<file path="config.mk">
export PLATFORM = sky130hd
export DESIGN_NAME = store_buffer
export DESIGN_NICKNAME = d
export VERILOG_FILES = /design/src/rtl/mem_defs.sv /design/src/rtl/store_buffer.sv
export SDC_FILE = /design/constraint.sdc
export NUM_CORES = 1
export LEC_CHECK = 0
export CAP_MARGIN = 5
export CORE_UTILIZATION = 49
export CTS_BUF_LIST = sky130_fd_sc_hd__clkbuf_2 sky130_fd_sc_hd__clkbuf_4 sky130_fd_sc_hd__clkbuf_8
export DETAILED_ROUTE_END_ITERATION = 10
export GPL_TIMING_DRIVEN = 0
export PLACE_DENSITY = 0.86
export SKIP_LAST_GASP = 1
export SLEW_MARGIN = 10
export SYNTH_ARGS = -nofsm -noshare
export SYNTH_HDL_FRONTEND = slang
export SYNTH_SLANG_ARGS = --single-unit
export TNS_END_PERCENT = 50
</file>
<file path="constraint.sdc">
create_clock -name clk -period 4.2 [get_ports clk]
set_clock_uncertainty 0.2 [all_clocks]
set_input_delay 0.42 -clock clk [delete_from_list [all_inputs] [get_ports clk]]
set_output_delay 0.42 -clock clk [all_outputs]
set_load 0.03 [all_outputs]
</file>
<file path="src/rtl/mem_defs.sv">
// Shared access-length and sign types for the data memory path.
package mem_defs;

    typedef enum logic [1:0] {
        LEN_BYTE = 2'b00,
        LEN_HALF = 2'b01,
        LEN_WORD = 2'b10
    } data_length_t;

    typedef enum logic {
        UNSIG = 1'b0,
        SIG   = 1'b1
    } unsigned_t;

endpackage

</file>
<file path="src/rtl/store_buffer.sv">
// In-order store buffer in front of mem_32. Stores queue in a small circular
// FIFO and drain one per cycle whenever the memory port is not serving a load.
// Loads access the port combinationally. They stall while a buffered store to
// the same 32-bit word is still pending.
module store_buffer
    import mem_defs::*;
#(
    parameter int SIZE      = 256,
    parameter int ADDR_BITS = $clog2(SIZE),
    parameter int DEPTH     = 4
) (
    input  logic                       clk,
    input  logic                       rst,
    input  logic                       st_req,
    input  logic [ADDR_BITS-1:0]       st_addr,
    input  logic [31:0]                st_data,
    input  data_length_t               st_mode,
    output logic                       st_ready,
    input  logic                       ld_req,
    input  logic [ADDR_BITS-1:0]       ld_addr,
    input  data_length_t               ld_mode,
    input  unsigned_t                  ld_sign,
    output logic                       ld_valid,
    output logic [31:0]                ld_data,
    output logic [ADDR_BITS-1:0]       mem_addr,
    output logic [31:0]                mem_wdata,
    input  logic [31:0]                mem_rdata,
    output logic                       mem_wr,
    output data_length_t               mem_access_mode,
    output unsigned_t                  mem_sign_mode,
    output logic [$clog2(DEPTH):0]     count,
    output logic                       empty
);

    localparam int PTR_W = $clog2(DEPTH);
    localparam int CNT_W = PTR_W + 1;

    // Entry storage; contents are only meaningful between head and tail.
    logic [ADDR_BITS-1:0] ent_addr_q [DEPTH];
    logic [31:0]          ent_data_q [DEPTH];
    data_length_t         ent_mode_q [DEPTH];

    logic [PTR_W-1:0]     head_q, head_d;
    logic [PTR_W-1:0]     tail_q, tail_d;
    logic [CNT_W-1:0]     count_q, count_d;

    // Last port drive, replayed while the port is idle.
    logic [ADDR_BITS-1:0] port_addr_q, port_addr_d;
    logic [31:0]          port_wdata_q, port_wdata_d;
    data_length_t         port_mode_q, port_mode_d;
    unsigned_t            port_sign_q, port_sign_d;

    logic                 full;
    logic                 enq;
    logic                 do_load;
    logic                 do_drain;
    logic                 hit;
    logic [DEPTH-1:0]     hit_vec;

    assign full     = (count_q == CNT_W'(DEPTH));
    assign st_ready = !full;
    assign enq      = st_req && !full;
    assign count    = count_q;
    assign empty    = (count_q == '0);

    // Word-granular hazard match against every occupied entry.
    for (genvar gi = 0; gi < DEPTH; gi++) begin : g_hit
        logic [PTR_W-1:0] offs;
        assign offs        = PTR_W'(gi) - head_q;
        assign hit_vec[gi] = ({1'b0, offs} < count_q) &&
                             (ent_addr_q[gi][ADDR_BITS-1:2] == ld_addr[ADDR_BITS-1:2]);
    end
    assign hit = |hit_vec;

    // Port arbitration: load first unless hazard or full, else drain head, else idle.
    always_comb begin
        do_load         = 1'b0;
        do_drain        = 1'b0;
        mem_addr        = port_addr_q;
        mem_wdata       = port_wdata_q;
        mem_access_mode = port_mode_q;
        mem_sign_mode   = port_sign_q;
        mem_wr          = 1'b0;
        ld_valid        = 1'b0;
        ld_data         = 32'h0;
        if (!rst) begin
            if (ld_req && !hit && !full) begin
                do_load = 1'b1;
            end else if (count_q != '0) begin
                do_drain = 1'b1;
            end
        end
        if (do_load) begin
            mem_addr        = ld_addr;
            mem_access_mode = ld_mode;
            mem_sign_mode   = ld_sign;
            ld_valid        = 1'b1;
            ld_data         = mem_rdata;
        end else if (do_drain) begin
            mem_addr        = ent_addr_q[head_q];
            mem_wdata       = ent_data_q[head_q];
            mem_access_mode = ent_mode_q[head_q];
            mem_sign_mode   = UNSIG;
            mem_wr          = 1'b1;
        end
        port_addr_d  = mem_addr;
        port_wdata_d = mem_wdata;
        port_mode_d  = mem_access_mode;
        port_sign_d  = mem_sign_mode;
    end

    // Pointer and occupancy next state.
    always_comb begin
        head_d  = head_q + PTR_W'(do_drain);
        tail_d  = tail_q + PTR_W'(enq);
        count_d = count_q + CNT_W'(enq) - CNT_W'(do_drain);
    end

    // Control and port-hold registers.
    always_ff @(posedge clk or posedge rst) begin
        if (rst) begin
            head_q       <= '0;
            tail_q       <= '0;
            count_q      <= '0;
            port_addr_q  <= '0;
            port_wdata_q <= 32'h0;
            port_mode_q  <= LEN_WORD;
            port_sign_q  <= UNSIG;
        end else begin
            head_q       <= head_d;
            tail_q       <= tail_d;
            count_q      <= count_d;
            port_addr_q  <= port_addr_d;
            port_wdata_q <= port_wdata_d;
            port_mode_q  <= port_mode_d;
            port_sign_q  <= port_sign_d;
        end
    end

    // Entry write at tail; no reset needed since occupancy gates every use.
    always_ff @(posedge clk) begin
        if (enq) begin
            ent_addr_q[tail_q] <= st_addr;
            ent_data_q[tail_q] <= st_data;
            ent_mode_q[tail_q] <= st_mode;
        end
    end

endmodule
</file>
== After elaboration in Yosys (flattened, before gate mapping) ==
Memories as Yosys holds them, arrays and structs flattened.
Cells that the tools add are included.
Word-level totals
  memory bits (writable): 168
  output and inout bits: 82
  word-level logic and storage cells: 58
  memories: 3
  bits in registers: 50
Memories
  ent_data_q: depth 4, bits a word 32, read ports 1, clocked after Yosys merged registers in 0, write ports 1, RTL line store_buffer.sv:40  | logic [31:0] ent_data_q [DEPTH];
  ent_addr_q: depth 4, bits a word 8, read ports 5, clocked after Yosys merged registers in 0, write ports 1, RTL line store_buffer.sv:39  | logic [ADDR_BITS-1:0] ent_addr_q [DEPTH];
  ent_mode_q: depth 4, bits a word 2, read ports 1, clocked after Yosys merged registers in 0, write ports 1, RTL line store_buffer.sv:41  | data_length_t ent_mode_q [DEPTH];
Cells by class
  reduce and logical (&&, ||, !) cells: 12
  add/subtract/negate cells: 8
  order comparisons: 4
  equality and inequality tests: 5
  mux-type cells: 19
Operator list (count)
  $mux W32: 3
  $eq A6 B6 Y1: 4
  $mux W8: 2
  $lt A2 B3 Y1: 4
  $mux W1: 12
  $logic_and A1 B1 Y1: 7
  $add A2 B1 Y2: 2
  $mux W2: 2
  $reduce_or A4 Y1: 1
  $sub A1 B2 Y2 const A: 2
  $sub A2 B2 Y2 const A: 2
  $add A3 B1 Y3: 1
  $eq A3 B3 Y1 const B: 1
  $logic_not A3 Y1: 1
  $reduce_bool A3 Y1: 1
  $sub A3 B1 Y3: 1
  $logic_not A1 Y1: 2

== Depth between registers and ports, before layout ==
Gate-level depths: netlist of the first run.
  word-level depth: 11
  mapped depth: 17

== Worst setup path after synthesis of the first run ==
Ideal clock, no wire load.
  kind: register to register
  start: register count_q[0], in the netlist count[0]
  end: memory ent_addr_q[1][0] (netlist bit), enable pin
  arrival: 4267 ps
  setup time: 502 ps
  cell stages (with the launch flop): 5
  slack: -769 ps
  clock period less this slack: 4969 ps
  cell sequence: dfrtp_1 nor2_1 nand2_1 nand2_1 nor3b_1
Between the ends
  cells in the longest elaborated chain, start to end: 5
Ends and longest elaborated chain
  from (decl): RTL line store_buffer.sv:45  | logic [CNT_W-1:0] count_q, count_d;
  from (signal assigned): RTL line store_buffer.sv:132  | count_q <= count_d;
  $eq A3 B3 Y1: RTL line store_buffer.sv:60  | assign full = (count_q == CNT_W'(DEPTH));
  $logic_not A1 Y1
  via st_ready: RTL line store_buffer.sv:18  | output logic st_ready,
  $logic_and A1 B1 Y1: RTL line store_buffer.sv:62  | assign enq = st_req && !full;
  $mux W1: RTL line store_buffer.sv:142  | if (enq) begin
  $mux W1 (implied by the code): RTL line store_buffer.sv:143  | ent_addr_q[tail_q] <= st_addr;
  to (decl): RTL line store_buffer.sv:39
The timed path passes the listed nets, and every way through them passes these cells.

== Worst setup path in the final report of the first run ==
  start: register head_q[1]
  end: output port mem_wdata[27]
Between the ends
  cells in the longest elaborated chain, start to end: 11
Ends and longest elaborated chain
  from (decl): RTL line store_buffer.sv:43  | logic [PTR_W-1:0] head_q, head_d;
  from (signal assigned): RTL line store_buffer.sv:122  | head_q <= '0;
  from (signal assigned): RTL line store_buffer.sv:130  | head_q <= head_d;
  $sub A1 B2 Y2 or $sub A2 B2 Y2 (tied branches): RTL line store_buffer.sv:69  | assign offs = PTR_W'(gi) - head_q;
  $lt A2 B3 Y1: RTL line store_buffer.sv:70  | assign hit_vec[gi] = ({1'b0, offs} < count_q) &&
  $logic_and A1 B1 Y1: RTL line store_buffer.sv:70
  $reduce_or A4 Y1: RTL line store_buffer.sv:73  | assign hit = |hit_vec;
  $logic_not A1 Y1: RTL line store_buffer.sv:87  | if (ld_req && !hit && !full) begin
  $logic_and A1 B1 Y1 (2 in a row): RTL line store_buffer.sv:87
  $mux W1: RTL line store_buffer.sv:87
  $mux W1: RTL line store_buffer.sv:86  | if (!rst) begin
  $mux W32: RTL line store_buffer.sv:99  | end else if (do_drain) begin
  $mux W32 (*): RTL line store_buffer.sv:93  | if (do_load) begin
  to (decl): RTL line store_buffer.sv:26  | output logic [31:0] mem_wdata,
Mark *: on every way between the ends. The rest lies on a longest branch, timed or not.

==> flow_metrics.tcl, run 1 <==
set metrics [dict create \
    status "complete, but fails checks" \
    violations "DRC" \
    timing_hold_violations_final 0 \
    r2r_end "count[2]" \
    die_w_microns 138 \
    clockRootBuffer "clkbuf_8" \
    hold_path.class "in2reg" \
    grt_start_max_net_pins 52 \
    place_congestion 0.879 \
    grt_pass1_vias 5751 \
    crit_path_end_kind "output pin" \
    synth_top_area_cell "edfxtp_1" \
    cp.required_ps 3580 \
    r2r_slack_ps 470 \
    synth_top_family_by_area "multiplexers" \
    drc_errors 46 \
    cts_num_sinks 218 \
    rows 49 \
    setup_viol 0 \
    diodes 0 \
    hold_depth 2 \
    reg2reg_depth 17 \
    htreeDepth 2 \
    cp-endpoint "mem_wdata[27]" \
    drt-pass1-iter-count 7 \
    antenna_left 0 \
    routed_wl_microns 19800 \
    synth_cells 501 \
    cpPeakStageDelay_ps 420 \
    dp_worst_setup_slack_ps -1400 \
    drtIter0Drc 261 \
    synth_compound_gate_area_share_pct 3.93 \
    synth-async-reset-ratio_pct 22.9 \
    start_util_pct 50.3 \
    ys_ff_latch 218 \
    maxCapViolations 0 \
    tightest_slew_ps 841 \
    routedWlPerCell_microns 20.3 \
    grt_pass1_wl_microns 31300 \
    critical_path_class "reg2out" \
    multi_input_area_sq_um 2720 \
    ys_top_cells_by_area "edfxtp_1 55%, dfrtp_1 13%, mux4_2 10%" \
    ys_seq_area_share_pct 69.2 \
    insertion_delay_ps 490 \
    antenna_found_initial 0 \
    layout_commonest_cell "edfxtp_1" \
    syn_avg_cell_area_sq_um 18.2 \
    dieArea_sq_um 19100 \
    maxSlewHeadroom_pct 43.9 \
    maxSlewViolCount 0 \
    io_buffers 164 \
    grtUsageTotal_pct 21.2 \
    tns_ps 0 \
    pin_count 171 \
    seqCellArea_sq_um 6300 \
    fin_nets 818 \
    p_leak_nw 4.59 \
    startpoint "head_q[1]" \
    crit_chain "clkbuf_8 > buf_8 > xor2_4 > inv_1 > ha_1 > a2111o_1 > a211oi_2 > a311oi_2 > a21oi_4 > buf_12 > buf_8 > mux2_2 > buf_2" \
    num_vias 5346 \
    numCtsBuffers 36 \
    maxClockFrequency_mhz 249 \
    syn_area_sq_um 9100 \
    final_cell_mix "168 x edfxtp_1, 87 x clkdlybuf4s50_1, 49 x dfrtp_1" \
    fill_cells 1234 \
    critPathMaxFanout 19 \
    p_per_area_nw_per_um2 712 \
    synth-xor-area-share_pct 2.79 \
    avgViaCountPerCell 5.48 \
    clk_path_buf_depth 3 \
    synth_ff_type "edfxtp_1" \
    worst_r2r_startpoint "head_q[1]" \
    synth_edf_count 168 \
    synthMuxAreaShare_pct 15.7 \
    area_growth_pct 31.4 \
    min_period_ps 4020 \
    critPathLaunchType "register" \
    grt_overflow 0 \
    ir_worst_vdd_v 0.000523 \
    synth-simple-area-share_pct 4.61 \
    synth_warnings 0 \
    die_height_microns 138 \
    dp_hpwl_microns 13700 \
    core_area_sq_um 18100 \
    syn-num-nets 599 \
    cts.clk_slew.worst_paths_ps 50 \
    yosysTopAreaCellShare_pct 55.4 \
    finalCritPeriodShare_pct 95.7 \
    synth_fa_ha_area_share_pct 1.32 \
    path_common_cell "buf_8" \
    critPathArrivalTime_ps 3400 \
    drive_above_1_share_pct 32.6 \
    post_synth_num_cell_types 39 \
    cts_tree "yes" \
    cpMaxStageDelayCell "a2111o_1" \
    setup_ws_ps 180 \
]
[cells in the mapped netlist, types with 8 or more instances]
library cell  count
and3_1           34
nand2_1          25
inv_1            11
nor2_1           12
mux2_1           28
xor2_1           21
a2bb2oi_1         8
ha_1              8
buf_2            10
edfxtp_1        168
dfrtp_1          49
mux4_2           42
xnor2_1           8
mux2_2           12
clkbuf_1         13
[registers in the layout (all words and copies together) (netlist names)]
signal        count
ent_mode_q        8
head_q            2
tail_q            2
ent_data_q      128
ent_addr_q       32
port_addr_q       8
port_sign_q       1
port_wdata_q     32
port_mode_q       2
count             3
[critical path, delay by kind of cell, from the launching register on]
kind	cells	cell delay [ps]
flip-flops	1	370
buffers and inverters	6	910
adder cells (fa/ha/maj)	1	180
AO/OA/AOI/OAI	4	890
XOR/XNOR	1	170
multiplexers	1	380
[report_power, final]
| group | internal [W] | switching, W |
|---|---|---|
| Combinational | 0.00150 | 0.00208 |
| Sequential | 0.00295 | 0.000204 |
| Clock | 0.00102 | 0.000767 |
[per-layer routing]
layer / vias to the layer above / wire length, microns / global-route usage (%)
met4: 0 / 506 / 7.57
met2: 219 / 10200 / 37.2
met3: 36 / 1420 / 5.75
li1: 2405 / - / -
met5: - / 0 / 0
met1: 2686 / 7670 / 25.3
[how the worst min path moves through the flow]
| stage | slack, ps | endpoint | start |
|---|---|---|---|
| floorplan | 280 | head_q[0] | head_q[0] |
| global placement | 270 | port_wdata_q[25] | port_wdata_q[25] |
| detailed placement | 270 | port_wdata_q[12] | port_wdata_q[12] |
| CTS | 20 | port_addr_q[7] | ld_addr[7] |
| global route | 30 | port_addr_q[7] | ld_addr[7] |
| finish | 60 | port_addr_q[7] | ld_addr[7] |
[repair_timing]
action	CTS	global route
endpoints found under the setup margin	125	77
resized for setup	295	34
setup buffers	3	4
hold buffers	0	0
pin swaps	2	2
cloned	0	1
[cell type report]
cell class,count,area share (%)
buffer,31,1.97
clock buffer,58,5.63
clock inverter,6,0.283
inverter,11,0.366
multi-input combinational,238,22.7
sequential,218,52.7
tap,229,2.40
timing repair buffer,184,14.0
[logic make-up after synthesis]
| group | after synthesis |
|---|---|
| AO/OA/AOI/OAI | 33 |
| XOR/XNOR | 29 |
| adder cells (fa/ha/maj) | 9 |
| buffers and inverters | 45 |
| flip-flops | 218 |
| multiplexers | 84 |
| AND/OR/NAND/NOR | 83 |
[stage by stage]
stage | hold WS [ps] | cell area, sq um | cells | utilization [%] | total power, W
floorplan | 280 | 9110 | 501 | - | 0.00548
CTS | 24.8 | 11800 | 972 | 65.4 | 0.00853
global placement | 267 | 11000 | 894 | 61.0 | 0.00668
finish | 59.7 | 12000 | 975 | 66.1 | 0.00851
detailed placement | 274 | 11200 | 906 | 62.0 | 0.00687
global route | 33.9 | 12000 | 975 | 66.1 | 0.00896
Note: power is estimated with default switching activity, not from simulation.
==> inputs of run 2 (changes only) <==
--- a/config.mk
+++ b/config.mk
@@ -5,6 +5,7 @@
 export SDC_FILE = /design/constraint.sdc
 export NUM_CORES = 1
 export LEC_CHECK = 0
+export ABC_CLOCK_PERIOD_IN_PS = 4200
 export CAP_MARGIN = 5
 export CORE_UTILIZATION = 49
 export CTS_BUF_LIST = sky130_fd_sc_hd__clkbuf_2 sky130_fd_sc_hd__clkbuf_4 sky130_fd_sc_hd__clkbuf_8
==> results of run 2 <==
The final DEF is identical to that of run 1; final timing and power are the same.
==> inputs of run 3 (changes only) <==
--- a/config.mk
+++ b/config.mk
@@ -7,11 +7,13 @@
 export LEC_CHECK = 0
 export ABC_CLOCK_PERIOD_IN_PS = 4200
 export CAP_MARGIN = 5
-export CORE_UTILIZATION = 49
+export CELL_PAD_IN_SITES_DETAIL_PLACEMENT = 1
+export CELL_PAD_IN_SITES_GLOBAL_PLACEMENT = 1
+export CORE_UTILIZATION = 41
 export CTS_BUF_LIST = sky130_fd_sc_hd__clkbuf_2 sky130_fd_sc_hd__clkbuf_4 sky130_fd_sc_hd__clkbuf_8
 export DETAILED_ROUTE_END_ITERATION = 10
 export GPL_TIMING_DRIVEN = 0
-export PLACE_DENSITY = 0.86
+export PLACE_DENSITY = 0.85
 export SKIP_LAST_GASP = 1
 export SLEW_MARGIN = 10
 export SYNTH_ARGS = -nofsm -noshare
==> run 3 against run 2 <==
Highest routed layer unchanged. Largest power group unchanged. Worst setup slack worse by 9.0 ps. The flow now finishes without violations. Largest cell class unchanged. Sequential cell count did not move. Power rose by 2.8%.
==> flow_metrics.tcl, run 3 (same netlist as run 1, synthesis figures left out) <==
set metrics [dict create \
    pin_count 171 \
    min_to "port_addr_q[7]" \
    antenna_found_initial 1 \
    reg2reg_depth 17 \
    critical_path_class "reg2out" \
    cts_num_sinks 218 \
    hold_start "ld_addr[7]" \
    rsz0062_at_grt "yes" \
    cts.clk_slew.worst_paths_ps 60 \
    p_per_area_nw_per_um2 726 \
    hold_path.class "in2reg" \
    critPathMaxFanout 19 \
    core_area_sq_um 21800 \
    routedWlPerCell_microns 21.2 \
    maxSlewHeadroom_pct 40.1 \
    grt_pass1_vias 6170 \
    drive_above_1_share_pct 36.0 \
    status "completed" \
    num_vias 5401 \
    fill_cells 2031 \
    avgViaCountPerCell 5.24 \
    routed_wl_microns 21900 \
    clockRootBuffer "clkbuf_8" \
    numCtsBuffers 38 \
    timing_hold_violations_final 0 \
    fin_nets 820 \
    dp_cells 956 \
    ir_worst_vdd_v 0.000602 \
    htreeDepth 2 \
    crit_path_end_kind "output pin" \
    dp_hpwl_microns 15400 \
    critPathArrivalTime_ps 3410 \
    drt-pass1-iter-count 4 \
    layout_commonest_cell "edfxtp_1" \
    worst_r2r_startpoint "head_q[0]" \
    hold_depth 2 \
    grt_start_max_net_pins 52 \
    drtIter0Drc 265 \
    grt_pass1_wl_microns 33500 \
    die_w_microns 151 \
    grtUsageTotal_pct 19.8 \
    antenna_left 0 \
    r2r_slack_ps 490 \
    cts_tree "yes" \
    die_height_microns 151 \
    finalCritPeriodShare_pct 95.9 \
    setup_viol 0 \
    largest-register "ent_data_q" \
    area_growth_pct 32.4 \
    maxCapViolations 0 \
    min_period_ps 4030 \
    clk_path_buf_depth 3 \
    io_buffers 164 \
    rows 54 \
    tns_ps 0 \
    start_util_pct 41.7 \
    drc_errors 0 \
    instances_no_fill 1030 \
    dieArea_sq_um 22800 \
    insertion_delay_ps 510 \
    reg_top3 "ent_data_q (128), ent_addr_q (32), port_wdata_q (32)" \
    whs_ps 40.6 \
    maxSlewViolCount 0 \
    largest_reg_flops 128 \
    maxClockFrequency_mhz 248 \
    r2r_end "count[2]" \
    final_cell_mix "168 x edfxtp_1, 87 x clkdlybuf4s50_1, 49 x dfrtp_1" \
    critPathLaunchType "register" \
    grt_overflow 0 \
    place_congestion 0.825 \
    tightest_slew_ps 899 \
    cp.required_ps 3580 \
    p_leak_nw 4.56 \
]
[run 3: cell count changes in the layout (fill, tap and decap cells not counted), moves of 2 or more]
cell	previous run	this run
clkbuf_4	21	19
clkdlybuf4s15_1	2	6
buf_6	12	6
buf_4	16	28
dlygate4sd2_1	26	9
clkbuf_2	4	15
buf_2	41	27
mux2_1	24	10
clkbuf_8	39	45
mux2_2	16	29
clkinv_2	2	5
buf_12	3	6
clkdlybuf4s15_2	4	7
clkinv_1	2	4
[run 3: how the worst max path moves through the flow]
stage	start	to	slack (ps)
after floorplan	count[0]	ent_addr_q[0][0]	-530
after global placement	st_req	ent_data_q[0][8]	-2830
after detailed placement	head_q[1]	mem_wdata[24]	-1280
after CTS	head_q[1]	mem_wdata[12]	-10
after global routing	head_q[1]	ld_data[29]	-20
final	head_q[0]	mem_wdata[6]	170
[run 3: report_power, final]
part / total (W) / internal (W) / switching, W
logic: 0.00370 / 0.00159 / 0.00211
registers: 0.00317 / 0.00295 / 0.000218
clock network: 0.00188 / 0.00107 / 0.000817
total: 0.00875 / 0.00560 / 0.00315
[run 3: what timing repair did]
action,4_1_cts,5_1_grt
setup endpoints to repair,125,76
cloned,0,1
pin swaps,1,3
hold buffers,0,0
buffers inserted,5,3
resized for setup,326,59
[run 3: per-layer routing]
metal  track usage [%]  share of wire, %  vias up
met5                 0                 0        -
met4              5.70               1.8        0
met3              5.09               7.2       36
met2              37.2                54      205
met1              21.7                37     2751
li1                  -                 -     2409
[run 3: layout make-up]
| cell class | count | area, sq um | area share (%) |
|---|---|---|---|
| clock inverters | 10 | 47.5 | 0.394 |
| multi-input cells | 238 | 2680 | 22.2 |
| inverters | 11 | 43.8 | 0.363 |
| plain buffers | 31 | 248 | 2.06 |
| repair buffers | 184 | 1680 | 14.0 |
| flip-flops and latches | 218 | 6300 | 52.2 |
| diodes | 1 | 2.50 | 0.0208 |
| clock buffers | 57 | 703 | 5.83 |
| well taps | 280 | 350 | 2.91 |
[run 3: critical path, cell delays in order (launching register included)]
cell	delay, ps
dfrtp_1	400
buf_8	130
buf_12	160
xor2_4	180
inv_1	60
ha_1	180
a2111o_1	420
a211oi_2	230
a311oi_2	100
a21oi_4	190
buf_12	160
buf_12	140
mux2_2	370
clkbuf_4	190
[run 3: through the flow]
stage / cell area [sq um] / setup slack (ps) / util [%] / power, W
detailed placement: 11300 / -1280 / 51.7 / 0.00695
CTS: 12000 / -11.0 / 55.1 / 0.00883
finish: 12100 / 171 / 55.2 / 0.00875
floorplan: 9110 / -527 / - / 0.00548
global route: 12100 / -24.3 / 55.2 / 0.00922
global placement: 11100 / -2830 / 50.9 / 0.00671
==> edit: new RTL, config.mk and constraints of run 2 <==
`DEPTH`: 4 -> 2.
--- a/src/rtl/store_buffer.sv
+++ b/src/rtl/store_buffer.sv
@@ -9,3 +9,3 @@
     parameter int ADDR_BITS = $clog2(SIZE),
-    parameter int DEPTH     = 4
+    parameter int DEPTH     = 2
 ) (
Ports: changed (resized count); port bits go from 171 to 170. The function was not compared with the original's and may differ.
==> edit against run 2 <==
Critical path depth fell by 4; cell area fell by 34%; routed wire length fell by 37%; critical path type is now in2out; setup slack got worse by 0.010 ns; via count fell by 31%; sequential cell count fell by 87; combinational power fell by 27%; area after synthesis fell by 39%; highest routed layer unchanged; synthesized cell count fell by 28%; total power fell by 33%.
==> edit: results (changes against run 2) <==
placed cell area 7441 um^2 (-34%); largest net degree at the start of global routing 33 (-37%); clock transition at the registers of the reported paths 0.08 ns (+0.03 ns); mux cell area share after synthesis 0.1690 (+0.01225); status finished clean; Compound-Gate Fraction of Synth Area 0.04020 (+0.0008817); syn_nets 453 (-24%); min-delay worst type in2async; IO Port Bufs 169 (+3.0%); mean number of vias per cell 5.226 (-4.7%); initial antenna violation count 1 (+1); ys async rst share 0.3588 (+0.1294); Post-synth top cells 84 x edfxtp_1, 46 x dfrtp_1, 36 x mux2_2, 32 x and2_1, 28 x mux2_1; placed cells 672 (-26%); xor/xnor share of the synthesized area 0.02385 (-0.004060); TritonRoute pass-1 iters 4 (-3); Reg2Reg Depth 11 (-6); GRT met2 Usage 0.4204 (+0.04793); drt wl/cell 17.76 um (-13%); leading registers by flop count ent_data_q (64), port_wdata_q (32), ent_addr_q (16); Pint 3.560 mW (-35%); Seq/Total Area, Yosys 0.6716 (-0.02033); clk_lat worst skew 0.42 ns (-0.07 ns); synth top area cells edfxtp_1 46%, dfrtp_1 21%, mux2_2 7.4%; Critical Path Start ld_addr[5]; reg-to-reg startpoint ent_addr_q[1][5]; crit path max fanout 10 (-9); drt first-iter violations 135 (-48%); Routed met1 length 4465 um (-42%); fraction of layout cells with a size suffix above 1 0.1525 (-0.1733); CP peak stage delay 0.62 ns (+0.20 ns); post-DP HPWL 8942 um (-35%); met1 usage 0.2282 (-0.02486); Max Root-Sink Buffers 2 (-1); Synth Area in Adders 0.009085 (-0.004113); WL met2 6754 um (-34%); first-pass GRT wire length 18,910 um (-40%); worst-margin pin slew 0.7057 ns (-0.1353 ns); Final min period 4.030 ns (+0.01010 ns); met3 wire length 1078 um (-24%); CTS Buf Count 17 (-53%); WHS 0.2250 ns (+0.1653 ns); total power divided by cell area 725.5 nW/um^2 (+1.9%); Resized cells post-CTS 0 (-100%); Non-Filler Instances 704 (-28%)
## edit: cell count changes in the layout (fill, tap and decap cells not counted), sizes merged, moves of 18 or more
cell and change:
edfxtp -84, nand2 -22, mux2i +21, and3 -34, and2 +32, a21oi +18
buf -71, clkdlybuf4s50 +82, mux4 -42, dlygate4sd2 -26, clkbuf -44, mux2 +22
## edit: kinds of logic after synthesis
| group | after synthesis |
|---|---|
| flip-flops | 131 |
| XOR/XNOR | 15 |
| buffers and inverters | 28 |
| AND/OR/NAND/NOR | 62 |
| AO/OA/AOI/OAI | 35 |
| multiplexers | 85 |
| adder cells (fa/ha/maj) | 4 |
## edit: layout make-up
| type | count | area (um^2) |
|---|---|---|
| inverters | 10 | 37.54 |
| well taps | 140 | 175.2 |
| clock buffers | 17 | 234.0 |
| flip-flops and latches | 131 | 3700 |
| multi-input cells | 201 | 1693 |
| fillers | 686 | 3007 |
| clock inverters | 15 | 195.2 |
| plain buffers | 18 | 95.09 |
| repair buffers | 172 | 1752 |
